==> config.mk <==
export PLATFORM = sky130hd
export DESIGN_NAME = row_skew_feeder
export DESIGN_NICKNAME = d
export VERILOG_FILES = /design/src/rtl/row_skew_feeder.sv
export SDC_FILE = /design/constraint.sdc
export NUM_CORES = 1
export LEC_CHECK = 0
export BUFFER_PORTS_ARGS = -buffer_cell sky130_fd_sc_hd__buf_4
export CORE_MARGIN = 4
export CORE_UTILIZATION = 46
export CTS_CLUSTER_DIAMETER = 200
export DETAILED_ROUTE_END_ITERATION = 7
export HOLD_SLACK_MARGIN = 0.12
export PLACE_DENSITY = 0.71
export SLEW_MARGIN = 20
export SYNTH_ARGS = -nofsm -noshare
export SYNTH_HDL_FRONTEND = slang
export SYNTH_SLANG_ARGS = --single-unit
==> constraint.sdc <==
create_clock -name clk -period 2.7 [get_ports clk]
set_clock_uncertainty 0.05 [all_clocks]
set_input_delay 0.675 -clock clk [delete_from_list [all_inputs] [get_ports clk]]
set_output_delay 0.675 -clock clk [all_outputs]
set_load 0.05 [all_outputs]
==> src/rtl/row_skew_feeder.sv <==
// -----------------------------------------------------------------------------
// row_skew_feeder
//
// Purpose:
//   Takes one row-parallel vector per cycle from the per-row FIFO buffers and
//   re-times it into the diagonal wavefront that the systolic array's west edge
//   expects: row r is delayed r cycles relative to row 0.  A small
//   IDLE/FEED/FLUSH controller counts a programmed number of vectors. It lets
//   the lanes drain after the last vector and pulses done once every lane is
//   empty again.
//
// Ports:
//   clk          in   system clock, rising edge
//   rst          in   synchronous active-high reset
//   start        in   one-cycle job start, honoured in IDLE only
//   num_vectors  in   vectors in the job, latched on an accepted start
//   in_data      in   row words, row r at [r*DATA_W +: DATA_W]
//   in_valid     in   in_data holds a vector this cycle
//   in_ready     out  feeder takes a vector this cycle (FEED state)
//   skew_data    out  skewed row words, same lane packing as in_data
//   skew_valid   out  per-row valid for skew_data
//   busy         out  job in progress (FEED or FLUSH)
//   done         out  one-cycle pulse at job end
//   stall_cycles out  (FEEDER_STALL_CNT_EN only) FEED cycles without a vector
//
// Build option:
//   FEEDER_STALL_CNT_EN - adds the saturating stall_cycles counter and port.
// -----------------------------------------------------------------------------
module row_skew_feeder #(
   parameter int ARR_SIZE = 4,
   parameter int DATA_W   = 16,
   parameter int CNT_W    = 8
) (
   input  logic                       clk,
   input  logic                       rst,
   input  logic                       start,
   input  logic [CNT_W-1:0]           num_vectors,
   input  logic [ARR_SIZE*DATA_W-1:0] in_data,
   input  logic                       in_valid,
   output logic                       in_ready,
   output logic [ARR_SIZE*DATA_W-1:0] skew_data,
   output logic [ARR_SIZE-1:0]        skew_valid,
   output logic                       busy,
   output logic                       done
`ifdef FEEDER_STALL_CNT_EN
   ,
   output logic [CNT_W-1:0]           stall_cycles
`endif
);

   localparam int FL_W = $clog2(ARR_SIZE + 1);
   localparam logic [FL_W-1:0] FLUSH_INIT = FL_W'(ARR_SIZE);

   typedef enum logic [1:0] {
      S_IDLE,
      S_FEED,
      S_FLUSH
   } state_t;

   state_t            state_q, state_d;
   logic [CNT_W-1:0]  remain_q, remain_d;
   logic [FL_W-1:0]   flush_q, flush_d;
   logic              accept;

   assign in_ready = (state_q == S_FEED);
   assign accept   = in_ready && in_valid;
   assign busy     = (state_q != S_IDLE);
   // The flush count is loaded with ARR_SIZE on the last accept, so it hits
   // zero exactly one cycle after the last row's word has been presented.
   assign done     = (state_q == S_FLUSH) && (flush_q == '0);

   // ---- control: state register ----
   always_ff @(posedge clk) begin
      if (rst) begin
         state_q  <= S_IDLE;
         remain_q <= '0;
         flush_q  <= '0;
      end else begin
         state_q  <= state_d;
         remain_q <= remain_d;
         flush_q  <= flush_d;
      end
   end

   always_comb begin
      state_d  = state_q;
      remain_d = remain_q;
      flush_d  = flush_q;
      unique case (state_q)
         S_IDLE: begin
            if (start) begin
               if (num_vectors != '0) begin
                  remain_d = num_vectors;
                  state_d  = S_FEED;
               end else begin
                  // Empty job: nothing enters the lanes, so done follows at once.
                  flush_d = '0;
                  state_d = S_FLUSH;
               end
            end
         end
         S_FEED: begin
            if (accept) begin
               remain_d = remain_q - CNT_W'(1);
               if (remain_q == CNT_W'(1)) begin
                  flush_d = FLUSH_INIT;
                  state_d = S_FLUSH;
               end
            end
         end
         S_FLUSH: begin
            if (flush_q == '0) begin
               state_d = S_IDLE;
            end else begin
               flush_d = flush_q - FL_W'(1);
            end
         end
         default: state_d = S_IDLE;
      endcase
   end

   // ---- datapath: per-row delay lanes, depth r+1, last stage drives output ----
   for (genvar r = 0; r < ARR_SIZE; r++) begin : g_lane
      localparam int LW  = r + 1;
      localparam int LDW = LW * DATA_W;

      logic [LDW-1:0]    lane_dat_q;
      logic [LW-1:0]     lane_vld_q;
      logic [DATA_W-1:0] feed_dat;

      // Non-accepted cycles (bubbles, IDLE, FLUSH) shift in zero data so an
      // invalid lane never shows a stale word.
      assign feed_dat = accept ? in_data[r*DATA_W +: DATA_W] : '0;

      always_ff @(posedge clk) begin
         if (rst) begin
            lane_dat_q <= '0;
            lane_vld_q <= '0;
         end else begin
            lane_dat_q <= (lane_dat_q << DATA_W) | LDW'(feed_dat);
            lane_vld_q <= (lane_vld_q << 1) | LW'(accept);
         end
      end

      assign skew_data[r*DATA_W +: DATA_W] = lane_dat_q[r*DATA_W +: DATA_W];
      assign skew_valid[r]                 = lane_vld_q[r];
   end

`ifdef FEEDER_STALL_CNT_EN
   function automatic logic [CNT_W-1:0] sat_inc(input logic [CNT_W-1:0] v);
      return (&v) ? v : v + CNT_W'(1);
   endfunction

   logic [CNT_W-1:0] stall_q;
   logic             start_acc;

   assign start_acc = (state_q == S_IDLE) && start;

   // ---- control: stall counter ----
   always_ff @(posedge clk) begin
      if (rst || start_acc) begin
         stall_q <= '0;
      end else if (in_ready && !in_valid) begin
         stall_q <= sat_inc(stall_q);
      end
   end

   assign stall_cycles = stall_q;
`endif

endmodule

* Word-level counts from Yosys, hierarchy flattened
Index checks and enable logic that the tools add are counted.
** Word-level totals
- Register bits :: 183
- Latch bits :: 0
- Bits in writable memories :: 0
- Memory bits (read-only) :: 0
- Input port bits :: 76
- Output and inout port bits :: 71
- Word-level logic and storage cells :: 61
- Memories :: 0
** Cells by class
- Add/subtract/negate cells :: 2
- Multipliers :: 0
- Div/mod/pow operators :: 0
- Order comparisons :: 0
- Equal/unequal tests :: 10
- Shift operators :: 0
- Multiplexer cells :: 19
- Bitwise operators :: 7
- Reduce and logical (&&, ||, !) cells :: 12
** Operators with widths (count)
- 64-bit by 16-bit bitwise OR with 64-bit output :: 1
- 16-bit two-way mux :: 3
- 48-bit by 16-bit bitwise OR with 48-bit output :: 1
- 32-bit by 16-bit bitwise OR with 32-bit output :: 1
- 8-bit two-way mux :: 3
- 8-bit one-hot mux with 2 select lines :: 1
- 3-bit two-way mux :: 5
- 2-bit two-way mux :: 5
- 3-bit one-hot mux with 3 select lines :: 1
- 8-bit by 1-bit equality test with 1-bit output, second input constant :: 1
- 2-bit != test, second input constant :: 4
- 4-bit AND reduction :: 2
- 8-bit nonzero test :: 1
- 8-bit by 1-bit subtractor with 8-bit output, second input constant :: 1
- 2-bit by 1-bit != test with 1-bit output, second input constant :: 3
- 2-bit one-hot mux with 3 select lines :: 1
- 6-bit AND reduction :: 1
- 4-bit by 1-bit bitwise OR with 4-bit output :: 1
- 2-bit nonzero test :: 2
- 3-bit zero test :: 1
- 3-bit by 1-bit bitwise OR with 3-bit output :: 1
- 3-bit nonzero test :: 1
- 3-bit by 1-bit subtractor with 3-bit output, second input constant :: 1
- 2-bit by 1-bit equality test with 1-bit output, second input constant :: 1
- 6 further kinds :: 7

* Depth between registers and ports, before layout
Gate-level depths: netlist of the first run.
- Depth in word-level cells :: 4
- Mapped depth :: 7
- Gate-level depth less buffers :: 7

* Least setup slack after synthesis of the first run
OpenSTA, ideal clock, no wires.
- Path type :: register -> register
- From :: register state_q[1]
- To :: register remain_q[7]
- Setup time :: 0.116 ns
- Data arrival time :: 2.031 ns
- Required time :: 2.534 ns
- Setup slack :: 0.503 ns
- Stages on the path, launching flop included :: 7
- Path buffers :: 0
- Period minus slack after synthesis :: 2.197 ns
- Cell sequence :: dfxtp_1 -> inv_1 -> ha_1 -> mux2i_2 -> nor2_1 -> o221a_1 -> a31o_1
** On the way
- Longest elaborated chain between the ends :: 4
- Elaborated cells between the ends (all ways) :: 9
- Classes of those cells :: eq/ne (4); mux (1); reduce/logical (4)
** RTL lines
- start: declaration :: line 60 : state_t state_q, state_d;
- start signal: assignment :: line 79 : state_q <= state_d;
- 2-bit by 1-bit equality test with 1-bit output * :: line 65 : assign in_ready = (state_q == S_FEED);
- net in_ready :: line 40 : output logic in_ready,
- 1-bit logical AND :: line 66 : assign accept = in_ready && in_valid;
- 2-bit by 1-bit != test with 1-bit output (no line)
- 4-bit AND reduction (no line)
- end signal: assignment :: line 80 : remain_q <= remain_d;
- end: declaration :: line 61 : logic [CNT_W-1:0] remain_q, remain_d;
Mark *: on every way through the listed nets, which the timed path passes. The rest lies on a longest branch.
A chain may end at the register's enable or synchronous reset.

* Worst setup path after layout of the first run
- From :: register state_q[1]
- To :: output busy
** On the way
- Longest elaborated chain between the ends :: 1
** RTL lines
- 2-bit nonzero test :: line 67 : assign busy = (state_q != S_IDLE);
- end: declaration :: line 43 : output logic busy,
No other way between the ends.

==> results of run 1 <==
-- critical path: stages (launching register included) --
cell,delay (ps)
dfxtp_1,350
inv_1,90
ha_1,460
inv_1,80
buf_4,200
-- layout make-up --
class                           instances  area [sq um]  area share
Clock buffer                           20           447      0.0619
Clock inverter                         12           104      0.0144
Inverter                               12          45.0     0.00624
Multi-Input combinational cell        254          1750       0.242
Sequential cell                       177          3540       0.491
Tap cell                              168           210      0.0291
Timing Repair Buffer                  150          1130       0.156
-- cells in the final DEF (no fill, tap or decap), types with 3 or more instances in the layout --
master       n
a211oi_1     3
and2_1      65
buf_4      150
clkbuf_16   17
clkinv_2     3
dfxtp_1    177
ha_1         8
inv_1       12
mux2i_1      3
nand2_1     11
nand2b_1     3
nor2_1       7
nor2b_1    101
nor3_1       5
nor4_1       3
o21ai_0      3
o32ai_2      4
-- state kept, by name (all words and copies together), names as in the netlist --
| register | cells |
|---|---|
| g_lane.lane_vld_q | 4 |
| flush_q | 3 |
| g_lane.lane_dat_q | 160 |
| state_q | 2 |
| remain_q | 8 |
-- per-layer routing --
metal  global-route usage  wire, microns  part of all wire  vias up
met5                    0              0                 0        -
met1                0.166           4170              0.41     1581
met3               0.0589            895             0.088       18
met4               0.0752            205             0.020        0
met2                0.244           4940              0.48      137
li1                     -              -                 -     1777
-- synthesized netlist by cell type, drive strengths merged (5+ instances only) --
| master | number | area (sq um) |
|---|---|---|
| nor2 | 8 | 32.5 |
| clkbuf | 21 | 78.8 |
| buf | 51 | 377 |
| ha | 8 | 100 |
| nor2b | 101 | 632 |
| and2 | 65 | 407 |
| dfxtp | 177 | 3540 |
| o21ai | 6 | 37.5 |
| nand2 | 11 | 41.3 |
| inv | 12 | 45.0 |
| nor3 | 5 | 25.0 |
-- metrics by stage --
step | hold WS [ps] | util | power (uW) | instance area (sq um) | worst slack (ps)
final | 385 | 0.594 | 6330 | 7220 | 372
after global routing | 378 | 0.594 | 6640 | 7220 | 250
after CTS | 374 | 0.594 | 6390 | 7220 | 360
after detailed placement | 371 | 0.549 | 4140 | 6670 | 464
after global placement | 367 | 0.549 | 4110 | 6670 | 513
after floorplan | 364 | - | 3810 | 5790 | 503
-- kinds of logic after synthesis --
group / after synthesis
AO/OA/AOI/OAI: 34
adder cells (fa/ha/maj): 8
buffers and inverters: 84
flip-flops: 177
multiplexers: 6
AND/OR/NAND/NOR: 206
-- power breakdown --
part | switching, uW | internal (uW)
sequential | 106 | 2770
combinational | 726 | 494
clock | 1020 | 1220
-- worst max path at each step --
| stage | from | endpoint | cells past startpoint | slack (ps) |
|---|---|---|---|---|
| 3_5_place_dp | num_vectors[2] | flush_q[0]$_SDFFE_PP0P_ | 5 | 460 |
| 4_1_cts | state_q[1]$_SDFFE_PP0P_ | busy | 4 | 360 |
| 2_1_floorplan | state_q[1]$_SDFFE_PP0P_ | remain_q[7]$_SDFFE_PP0P_ | 6 | 500 |
| 3_3_place_gp | num_vectors[2] | flush_q[1]$_SDFFE_PP0P_ | 5 | 510 |
| 5_1_grt | state_q[1]$_SDFFE_PP0P_ | busy | 4 | 250 |
| 6_report | state_q[1]$_SDFFE_PP0P_ | busy | 4 | 370 |
==> run metrics, run 1 <==
r2r endpoint=remain_q[0]$_SDFFE_PP0P_; Synth Net Count=approximately 600; clock transition at the registers of the reported paths=approximately 70 ps; Total GRT Usage=0.148; crit path DAT=about 1600 ps; Top-Level Pins=around 150; ant diodes=0; worst-path maximum fanout=11; Root Driver=clkbuf_16; Finished Layout Cells=793; fmax=~0.43 GHz; FP Rows=40; initial drt markers=189; post-synthesis async set-or-reset flop share=0; yosys warns=0; Post-synth EDFFs=0; Core Footprint=0.0122 sq mm; share of layout cells above drive strength 1=0.312; setup TNS=0 ps; mux cell area share after synthesis=0.0115; PwrDens=between 800 and 900 mW/mm^2; adder-cell area share of the yosys netlist=0.0173; register area share after synthesis=0.612; synthesis-stage register bit count=around 180; Synth Area in Simple Gates=0.217; Synth-to-Final Area Change=24.7%; setup bufs post-CTS=0; Reg2Reg Setup Slack=roughly 460 ps; cts repair resizes=0; hold bufs inserted after CTS=0; Cell Count Post-Placement=~760; Critical Setup Path Class=reg2out; CTS sink cnt=approximately 180; Starting Density=0.476; Filler cells=1064; post-synthesis xor/xnor area fraction=0; TritonCTS clock tree=built; Slew HR=0.504; Final Setup Violations=0; CTS Buf Count=17; largest net degree at the start of global routing=80; initial antenna violation count=0; Worst Setup End Kind=output pin; vias in the first global route=around 3500; Syn Std Cell Area=between 0.005 and 0.006 sq mm; Longest Clk Path Bufs=2; outcome=finished, final reports clean; r2r worst-path depth=6; # DRC=0; syn_area_per_cell=approximately 11 sq um; clock latency on the worst-skew pair=between 400 and 500 ps; Die H=~120 microns; Die ar.=approximately 0.014 sq mm; die width=around 120 microns; Slew Viols, Final=0; final worst path period need=approximately 2300 ps; critical path launch point type=flip-flop; largest family of logic cells by synthesized area=simple AND/OR/NAND/NOR gates; remaining antenna violation count after routing=0; global-route wire length before repair=16800 microns; final period utilization=0.862; measured slew at the worst slew-check pin=744 ps; RSZ-0062 raised after global routing=false; cell count after synthesis=515; htree depth=4; Final Wtd Congestion=~0.87; IO Port Bufs=146; r2r startpoint=state_q[1]$_SDFFE_PP0P_; vias per std cell=approximately 4.4; WHS Endpoint=g_lane[3].lane_dat_q[47]$_SDFF_PP0_; hold_sp=g_lane[3].lane_dat_q[31]$_SDFF_PP0_; final WL=slightly above 10000 microns; Worst EP required=slightly below 2000 ps; Hold Path Stages=1; HPWL after DPL=7070 microns; Hold/Removal Path Class=reg2reg; static leakage=approximately 0.0032 uW; Detailed Routing Iterations Pass 1=4; Avg WL per Cell=roughly 13 microns; via count=around 3500; synth unique cells=47; number of max-cap violations=0; Max VDD drop=approximately 0.46 mV; Synth Flop Type=dfxtp_1; Final Hold Viols=0; compound-cell area share of the yosys netlist=0.0558; nets=696; gr ovfl total=0
(Power assumes the default switching activity.)
==> run 2: changes to the inputs <==
--- a/config.mk
+++ b/config.mk
@@ -12,2 +12,3 @@
 export DETAILED_ROUTE_END_ITERATION = 7
+export GPL_TIMING_DRIVEN = 0
 export HOLD_SLACK_MARGIN = 0.12
--- a/constraint.sdc
+++ b/constraint.sdc
@@ -4,2 +4,2 @@
 set_output_delay 0.675 -clock clk [all_outputs]
-set_load 0.05 [all_outputs]
+set_load 0.1 [all_outputs]
==> run 2 against run 1 <==
Compared with the run above: clock power up 3%; worst hold slack worse by 1.4 ps; utilization up 3.6 points; power up 4.6%; cell count up 8.6%; non-clock buffer count up 68; global-route usage up 1.2 points; cell area up 6.1%; setup slack worse by 200 ps; sequential power about the same.
==> run metrics, run 2 (same netlist as run 1, synthesis figures left out) <==
crit path DAT=1810 ps (+210 ps); FP Rows=40 (unchanged); critical path launch point type=flip-flop; final worst path period need=2530 ps (+204 ps); Final Hold Viols=0 (unchanged); IO Port Bufs=146 (unchanged); Critical Setup Path Class=reg2out; ant diodes=0 (unchanged); largest net degree at the start of global routing=17 (-79%); TritonCTS clock tree=built; Finished Layout Cells=861 (+8.6%); Internal=4610 uW (+2.7%); Longest Clk Path Bufs=2 (unchanged); clock latency on the worst-skew pair=420 ps (about the same); final WL=10900 microns (+7.2%); global-route wire length before repair=18100 microns (+7.9%); remaining antenna violation count after routing=0 (unchanged); cts repair resizes=0 (unchanged); gr ovfl total=0 (unchanged); fmax=0.395 GHz (-8.1%); outcome=finished, final reports clean; total power=6630 uW (+4.6%); PwrDens=865 mW/mm^2 (-1.4%); final period utilization=0.938 (+0.0756); Starting Density=0.476 (unchanged); initial antenna violation count=0 (unchanged); vias per std cell=4.40 (-0.58%); Die H=120 microns (unchanged); sequential fraction of design power=0.433 (-0.021); hold bufs inserted after CTS=0 (unchanged); measured slew at the worst slew-check pin=623 ps (-121 ps); met2 GRT Util=0.273 (+0.0281); Worst EP required=1980 ps (about the same); total net switching power=2020 uW (+9.1%); RSZ-0062 raised after global routing=false; register bank with the most flops=g_lane.lane_dat_q; htree depth=4 (unchanged); met1 Usage GRT=0.180 (+0.0137); max reg flops=160 (unchanged); static leakage=0.00344 uW (+8.8%); Cell Count Post-Placement=829 (+8.9%); share of layout cells above drive strength 1=0.346 (+0.0343); CTS sink cnt=177 (unchanged); commonest non-fill, non-tap cell in the layout=buf_4; number of max-cap violations=0 (unchanged); initial drt markers=121 (-36%); setup bufs post-CTS=0 (unchanged); Slew Viols, Final=0 (unchanged); clock transition at the registers of the reported paths=60 ps (about the same); Switching Share=0.304 (+0.0125); Core Footprint=0.0122 sq mm (unchanged); Comb pwr share=0.219 (+0.026); Root Driver=clkbuf_16; Avg WL per Cell=12.7 microns (-1.2%); Worst Setup End Kind=output pin; grt peak-use layer=met2; Reg2Reg Setup Slack=450 ps (about the same); Final Setup Violations=0 (unchanged); proportion of power drawn by the clock network=0.348 (-0.006); Slew HR=0.579 (+0.0746); nets=764 (+9.8%); Regs by FF count=g_lane.lane_dat_q (160), remain_q (8), g_lane.lane_vld_q (4); via count=3792 (+7.9%); CTS Buf Count=17 (unchanged); vias in the first global route=3865 (+9.2%); setup TNS=0 ps (unchanged); most frequent cells in the layout=buf_4 (195), dfxtp_1 (177), nor2b_1 (101); Detailed Routing Iterations Pass 1=4 (unchanged); Top-Level Pins=147 (unchanged); Die ar.=0.0144 sq mm (unchanged); worst-path maximum fanout=10 (-1); # DRC=0 (unchanged); die width=120 microns (unchanged); Synth-to-Final Area Change=32.3%; Final Wtd Congestion=0.830 (-4.3%); met3 Resource Use GR=0.0529 (-0.00608); HPWL after DPL=8240 microns (+17%); Hold/Removal Path Class=reg2reg; Max VDD drop=0.542 mV (+19%); Total GRT Usage=0.160 (+0.0122)
-- run 2: worst paths after layout --
| kind | from | to | depth (start not counted) |
|---|---|---|---|
| min reg2reg | g_lane[2].lane_dat_q[2]$_SDFF_PP0_ | g_lane[2].lane_dat_q[18]$_SDFF_PP0_ | 1 |
| max | state_q[0]$_SDFFE_PP0P_ | busy | 5 |
| max reg2reg | state_q[1]$_SDFFE_PP0P_ | remain_q[0]$_SDFFE_PP0P_ | 6 |
| min | g_lane[2].lane_dat_q[2]$_SDFF_PP0_ | g_lane[2].lane_dat_q[18]$_SDFF_PP0_ | 1 |
-- run 2: final cells by class --
type | instances | area [sq um]
flip-flops and latches | 177 | 3540
clock inverters | 11 | 104
well taps | 168 | 210
repair buffers | 146 | 1100
clock buffers | 21 | 460
multi-input cells | 254 | 1750
fillers | 1022 | 4500
inverters | 12 | 45.0
plain buffers | 72 | 455
-- run 2: worst max-delay path: stages, from the launching register on --
cell and delay (ps):
dfxtp_1 340, inv_1 90, ha_1 190, clkbuf_1 430, inv_1 90, buf_4 250
-- run 2: through the flow --
stage	util	hold slack (ps)	area, sq um	setup slack, ps
final	0.630	383	7660	168
after global routing	0.630	381	7660	26.5
after CTS	0.630	380	7660	156
after detailed placement	0.583	370	7100	419
after global placement	0.583	367	7100	443
after floorplan	-	364	5790	156
-- run 2: power groups by stage --
| stage | sequential (uW) | combinational [uW] | clock, uW |
|---|---|---|---|
| floorplan | 3010 | 991 | 0 |
| global placement | 2920 | 1430 | 0 |
| detailed placement | 2930 | 1450 | 0 |
| CTS | 2870 | 1450 | 2360 |
| global route | 2890 | 1580 | 2470 |
| finish | 2870 | 1450 | 2310 |
-- run 2: layer usage --
metal	up-vias	share of wire
li1	1922	-
met3	25	0.076
met2	146	0.50
met5	-	0
met1	1699	0.40
met4	0	0.026
